## config.mk

```make
export PLATFORM = sky130hd
export DESIGN_NAME = branch_target_buffer
export DESIGN_NICKNAME = d
export VERILOG_FILES = /design/src/rtl/branch_target_buffer_pkg.sv /design/src/rtl/branch_target_buffer_sat_counter2.sv /design/src/rtl/branch_target_buffer.sv
export SDC_FILE = /design/constraint.sdc
export NUM_CORES = 1
export LEC_CHECK = 0
export BUFFER_PORTS_ARGS = -buffer_cell sky130_fd_sc_hd__buf_2
export CAP_MARGIN = 30
export CORE_ASPECT_RATIO = 1.75
export CORE_MARGIN = 2
export CORE_UTILIZATION = 30
export CTS_CLUSTER_DIAMETER = 150
export CTS_CLUSTER_SIZE = 8
export DETAILED_ROUTE_END_ITERATION = 16
export PLACE_DENSITY = 0.46
export SYNTH_ARGS = -nofsm -noshare
export SYNTH_HDL_FRONTEND = slang
export SYNTH_SLANG_ARGS = --single-unit
```

## constraint.sdc

```tcl
create_clock -name clk_i -period 8.6 [get_ports clk_i]
set_input_delay 2.15 -clock clk_i [delete_from_list [all_inputs] [get_ports clk_i]]
set_output_delay 2.15 -clock clk_i [all_outputs]
set_load 0.005 [all_outputs]
```

## src/rtl/branch_target_buffer_pkg.sv

```systemverilog
// rtl/branch_target_buffer_pkg.sv - shared CPU types for the branch target buffer
// Purpose: 2-bit direction counter encoding and the BTB entry layout.
// Ports:   none (package).
package branch_target_buffer_pkg;

  // Tag and target fields are sized for the widest supported PC; the BTB
  // zero-extends narrower values on write so compares stay exact.
  localparam int btb_max_width = 64;

  typedef logic [btb_max_width-1:0] btb_addr_t;

  typedef enum logic [1:0] {
    STRONG_NT = 2'd0,
    WEAK_NT   = 2'd1,
    WEAK_T    = 2'd2,
    STRONG_T  = 2'd3
  } ctr_e;

  typedef struct packed {
    logic      valid;
    btb_addr_t tag;
    btb_addr_t target;
    ctr_e      ctr;
  } btb_entry_t;

endpackage

```

## src/rtl/branch_target_buffer_sat_counter2.sv

```systemverilog
// rtl/branch_target_buffer_sat_counter2.sv - 2-bit saturating direction counter next state
// Purpose: combinational next-state for one 2-bit branch direction counter.
// Ports:   state (current), taken (resolved direction),
//          force_strong_taken (unconditional jump), next_state (result).
module sat_counter2
  import branch_target_buffer_pkg::*;
(
  input  ctr_e state,
  input  logic taken,
  input  logic force_strong_taken,
  output ctr_e next_state
);

  always_comb begin
    next_state = state;
    if (force_strong_taken) begin
      next_state = STRONG_T;
    end else if (taken) begin
      if (state != STRONG_T) next_state = ctr_e'(state + 2'd1);
    end else begin
      if (state != STRONG_NT) next_state = ctr_e'(state - 2'd1);
    end
  end

endmodule

```

## src/rtl/branch_target_buffer.sv

```systemverilog
// rtl/branch_target_buffer.sv - direct-mapped branch target buffer with 2-bit counters
// Purpose: zero-latency fetch prediction plus resolved-branch training.
// Ports:   clk_i, reset_i (sync, active-high);
//          fetch_pc_i -> predict_hit_o, predict_taken_o, predict_target_o;
//          update_valid_i, update_pc_i, update_taken_i, update_is_jump_i,
//          update_target_i (training); hit_count_o (wrapping hit counter).
module branch_target_buffer
  import branch_target_buffer_pkg::*;
#(
  parameter int width_p   = 32,
  parameter int entries_p = 16
) (
  input  logic               clk_i,
  input  logic               reset_i,
  input  logic [width_p-1:0] fetch_pc_i,
  output logic               predict_hit_o,
  output logic               predict_taken_o,
  output logic [width_p-1:0] predict_target_o,
  input  logic               update_valid_i,
  input  logic [width_p-1:0] update_pc_i,
  input  logic               update_taken_i,
  input  logic               update_is_jump_i,
  input  logic [width_p-1:0] update_target_i,
  output logic [31:0]        hit_count_o
);

  localparam int idx_w = $clog2(entries_p);
  localparam int tag_w = width_p - 2 - idx_w;

  btb_entry_t mem [entries_p];

  logic [idx_w-1:0] fetch_idx;
  logic [idx_w-1:0] upd_idx;
  logic [tag_w-1:0] fetch_tag;
  logic [tag_w-1:0] upd_tag;
  btb_entry_t       fetch_e;
  btb_entry_t       upd_e;
  logic             upd_hit;
  ctr_e             ctr_next;
  logic             unused_bits;

  assign fetch_idx = fetch_pc_i[2 +: idx_w];
  assign fetch_tag = fetch_pc_i[width_p-1 -: tag_w];
  assign upd_idx   = update_pc_i[2 +: idx_w];
  assign upd_tag   = update_pc_i[width_p-1 -: tag_w];

  // Both ports read the array before the edge, so a same-cycle update is
  // never visible to the lookup (no bypass).
  assign fetch_e = mem[fetch_idx];
  assign upd_e   = mem[upd_idx];

  assign predict_hit_o    = fetch_e.valid && (fetch_e.tag == btb_addr_t'(fetch_tag));
  assign predict_taken_o  = predict_hit_o && fetch_e.ctr[1];
  assign predict_target_o = predict_taken_o ? fetch_e.target[width_p-1:0]
                                            : fetch_pc_i + width_p'(4);

  assign upd_hit = upd_e.valid && (upd_e.tag == btb_addr_t'(upd_tag));

  // Byte-offset bits and the padded high target bits carry no information.
  assign unused_bits = ^{update_pc_i[1:0], fetch_e.target, upd_e.target};

  sat_counter2 u_sat_counter2 (
    .state              (upd_e.ctr),
    .taken              (update_taken_i),
    .force_strong_taken (update_is_jump_i),
    .next_state         (ctr_next)
  );

  always_ff @(posedge clk_i) begin
    if (reset_i) begin
      for (int i = 0; i < entries_p; i++) mem[i].valid <= 1'b0;
      hit_count_o <= '0;
    end else begin
      if (predict_hit_o) hit_count_o <= hit_count_o + 32'd1;
      if (update_valid_i) begin
        if (upd_hit) begin
          mem[upd_idx].ctr <= ctr_next;
          if (update_taken_i) mem[upd_idx].target <= btb_addr_t'(update_target_i);
        end else if (update_taken_i) begin
          // Taken miss allocates over any occupant; not-taken misses are dropped.
          mem[upd_idx].valid  <= 1'b1;
          mem[upd_idx].tag    <= btb_addr_t'(upd_tag);
          mem[upd_idx].target <= btb_addr_t'(update_target_i);
          mem[upd_idx].ctr    <= update_is_jump_i ? STRONG_T : WEAK_T;
        end
      end
    end
  end

endmodule

```

==> out/results.tsv <==
metric	value	unit
status	complete, no violations	
crit share post-route	98.7	%
synthesis-stage register bit count	1008	
largest net degree at the start of global routing	55	
min-delay src	mem[0][60]	
Setup Fix Bufs, Post-CTS	0	
WP data arrival	6.34	ns
Avg Inst Size Synth	18.8	um^2
CP Capture Type	primary output	
antenna violations before repair	27	
Synth area leaders	edfxtp_1, mux4_2, mux2i_1	
Die X	296	um
post-cts resize count	0	
Final HPWL DP	95700	um
top_reg_cell synth	edfxtp_1	
Die H	515	um
Wirelength per Cell	31.3	um
final-report setup violation count	0	
TritonCTS clock tree	built	
via count	25196	
Pleak	17.4	nW
Routed Antenna Nets	0	
Max Slew Vio Count	0	
Via density	5.35	
clk slew on worst S/H paths	0.05	ns
P&R area growth vs syn	18.1	%
yosys warns	0	
Initial Util	30.2	%
CP Launch Type	input pin	
dpl cells	4521	
Worst slew margin	32.6	%
reg2reg end	mem[9][1]	
Synth Area in Compound Gates	3.43	%
syn nets	2487	
total global-route track usage	19.3	%
met1 Use GR	22.9	%
Post-Syn Area	44800	um^2
XOR/XNOR Fraction of Synth Area	1.41	%
Worst Hold Class	register to register	
Netlist cell types	83	
Setup TNS Final	0	ns
asr flop ratio synth	0	%
IO Count	167	
# nets final	2786	
Worst EP required	6.45	ns
total power	11.3	mW
htree depth	4	
DRC	0	
cts hold-fix bufs	0	
Setup crit start	fetch_pc_i[4]	
fin crit period	8.49	ns
Routed WL	147000	um
RSZ-0062 raised after global routing	false	
Reg2Reg Depth	11	
root buffer cell	clkbuf_16	
CTS Sinks	1008	
top-count cell post-synth	edfxtp_1	
adder-cell share of the synthesized area	0.100	%
Num CTS Buffers	143	
Synth top area share	64.3	%
fin cells	4708	
RePlAce Congestion	0.894	
initial DRC count	2257	
PD cells	214	nW/um^2
multiplexer share of the synthesized area	22.2	%
sequential fraction of the synthesis area	66.4	%
Peak VDD IR	178	uV
met2 Usage GRT	34.4	%
first-pass GRT wire length	205000	um
Synth Area in Simple Gates	4.25	%
most frequent cells after synthesis	edfxtp_1, mux4_2, mux2i_1	
crit-path max FO	45	
post-layout util	35.7	%
Max Cap Viol	0	
FF-to-FF setup slack	3.90	ns
Syn Inst Count	2384	
DRT Pass-1 Iters	6	
Worst setup endpoint	predict_target_o[26]	
Overflow after GRT	0	
post-synth top area cell	edfxtp_1	
Crit Path Class	input pin to primary output	
clock skew	0.0335	ns
most used routing layer	met2	
vias in the first global route	26768	
met3 GRT Util	3.19	%
Max clock buf depth	3	
later-pin clock latency in the skew report	0.78	ns
Core Box Area	148000	um^2
Worst Tran Pin Value	1.00	ns
Die Area	153000	um^2
worst r2r src	mem[6][52]	
Port Buffers	164	
Post-synth EDFFs	960	
fmax	118	MHz
fraction of layout cells with a size suffix above 1	34.1	%
main combinational cell family by area after synthesis	multiplexers	
FP Rows	187	
Fin. Hold Viols	0	
-- power breakdown --
part	internal (mW)	switching, mW
clock	3.01	2.06
combinational	0.325	0.502
sequential	5.42	0.0106
-- worst min-delay path by stage --
stage | end | slack (ns) | depth (start not counted)
final | mem[0][60] | 0.48 | 1
after global routing | mem[12][60] | 0.50 | 1
after CTS | mem[0][60] | 0.48 | 1
after detailed placement | mem[0][60] | 0.47 | 1
after global placement | mem[8][60] | 0.46 | 1
after floorplan | mem[6][60] | 0.44 | 1
-- flip-flops by register name, summed over array words and instances, names as in the netlist --
name	cells
hit_count_o	32
mem	976
-- per-stage QoR --
step / cell area [um^2] / hold slack (ns) / worst slack, ns
6_report: 53000 / 0.480 / 0.109
5_1_grt: 52900 / 0.502 / 0.0664
4_1_cts: 52900 / 0.480 / 0.120
3_5_place_dp: 49100 / 0.469 / 0.133
3_3_place_gp: 48800 / 0.455 / 0.125
2_1_floorplan: 44800 / 0.438 / 1.27
-- worst max-delay path, cell delays in order --
cell,delay (ns)
clkbuf_8,0.31
buf_12,0.37
mux2i_1,0.14
a22o_1,0.24
a221oi_1,0.49
buf_4,0.22
xor2_1,0.06
o31ai_1,0.35
nand4b_2,0.39
nor4_4,0.41
and2b_2,0.21
buf_12,0.20
buf_4,0.24
mux2_4,0.34
buf_2,0.13
-- cells by family (layout without fill, tap and decap cells) --
logic type | Yosys count | after routing
xor+xnor | 72 | 72
simple gates | 358 | 358
other cells | 0 | 13
fa+ha+maj | 4 | 4
mux | 558 | 558
buf+inv | 174 | 501
compound gates | 210 | 210
flops | 1008 | 1008
-- layout by cell type, fill, tap and decap left out, types with 13 or more instances in the layout --
cell type	instances
xnor2_1	45
a21o_1	15
dfxtp_1	48
diode_2	13
nand4_1	18
a22oi_1	31
a22o_1	15
nor4_1	21
o22ai_1	20
nor3_2	15
and3_1	17
a21oi_1	28
mux2_4	24
nand2b_1	14
edfxtp_1	960
clkbuf_16	146
buf_2	158
xor2_1	27
mux2_2	55
nor2_4	17
nor2_1	68
buf_4	105
buf_12	24
nand2_1	68
mux2i_1	141
clkbuf_1	16
nand3_1	33
nor2b_1	28
inv_1	19
o21ai_0	16
mux4_2	318
a221oi_1	17
-- cell type report --
| class | instances | area, um^2 |
|---|---|---|
| Inverter | 22 | 83.8 |
| Multi-Input combinational cell | 1202 | 14300 |
| Sequential cell | 1008 | 29800 |
| Timing Repair Buffer | 306 | 2430 |
| Tap cell | 1984 | 2480 |
| Fill cell | 13917 | 95400 |
| Antenna cell | 13 | 32.5 |
| Clock inverter | 11 | 153 |
| Clock buffer | 162 | 3710 |
-- routing by layer --
layer | up-vias | routed length (um)
li1 | 10508 | -
met1 | 13467 | 55500
met2 | 909 | 77100
met3 | 302 | 7860
met4 | 10 | 6610
met5 | - | 61
Note: power is estimated with default switching activity, not from simulation.
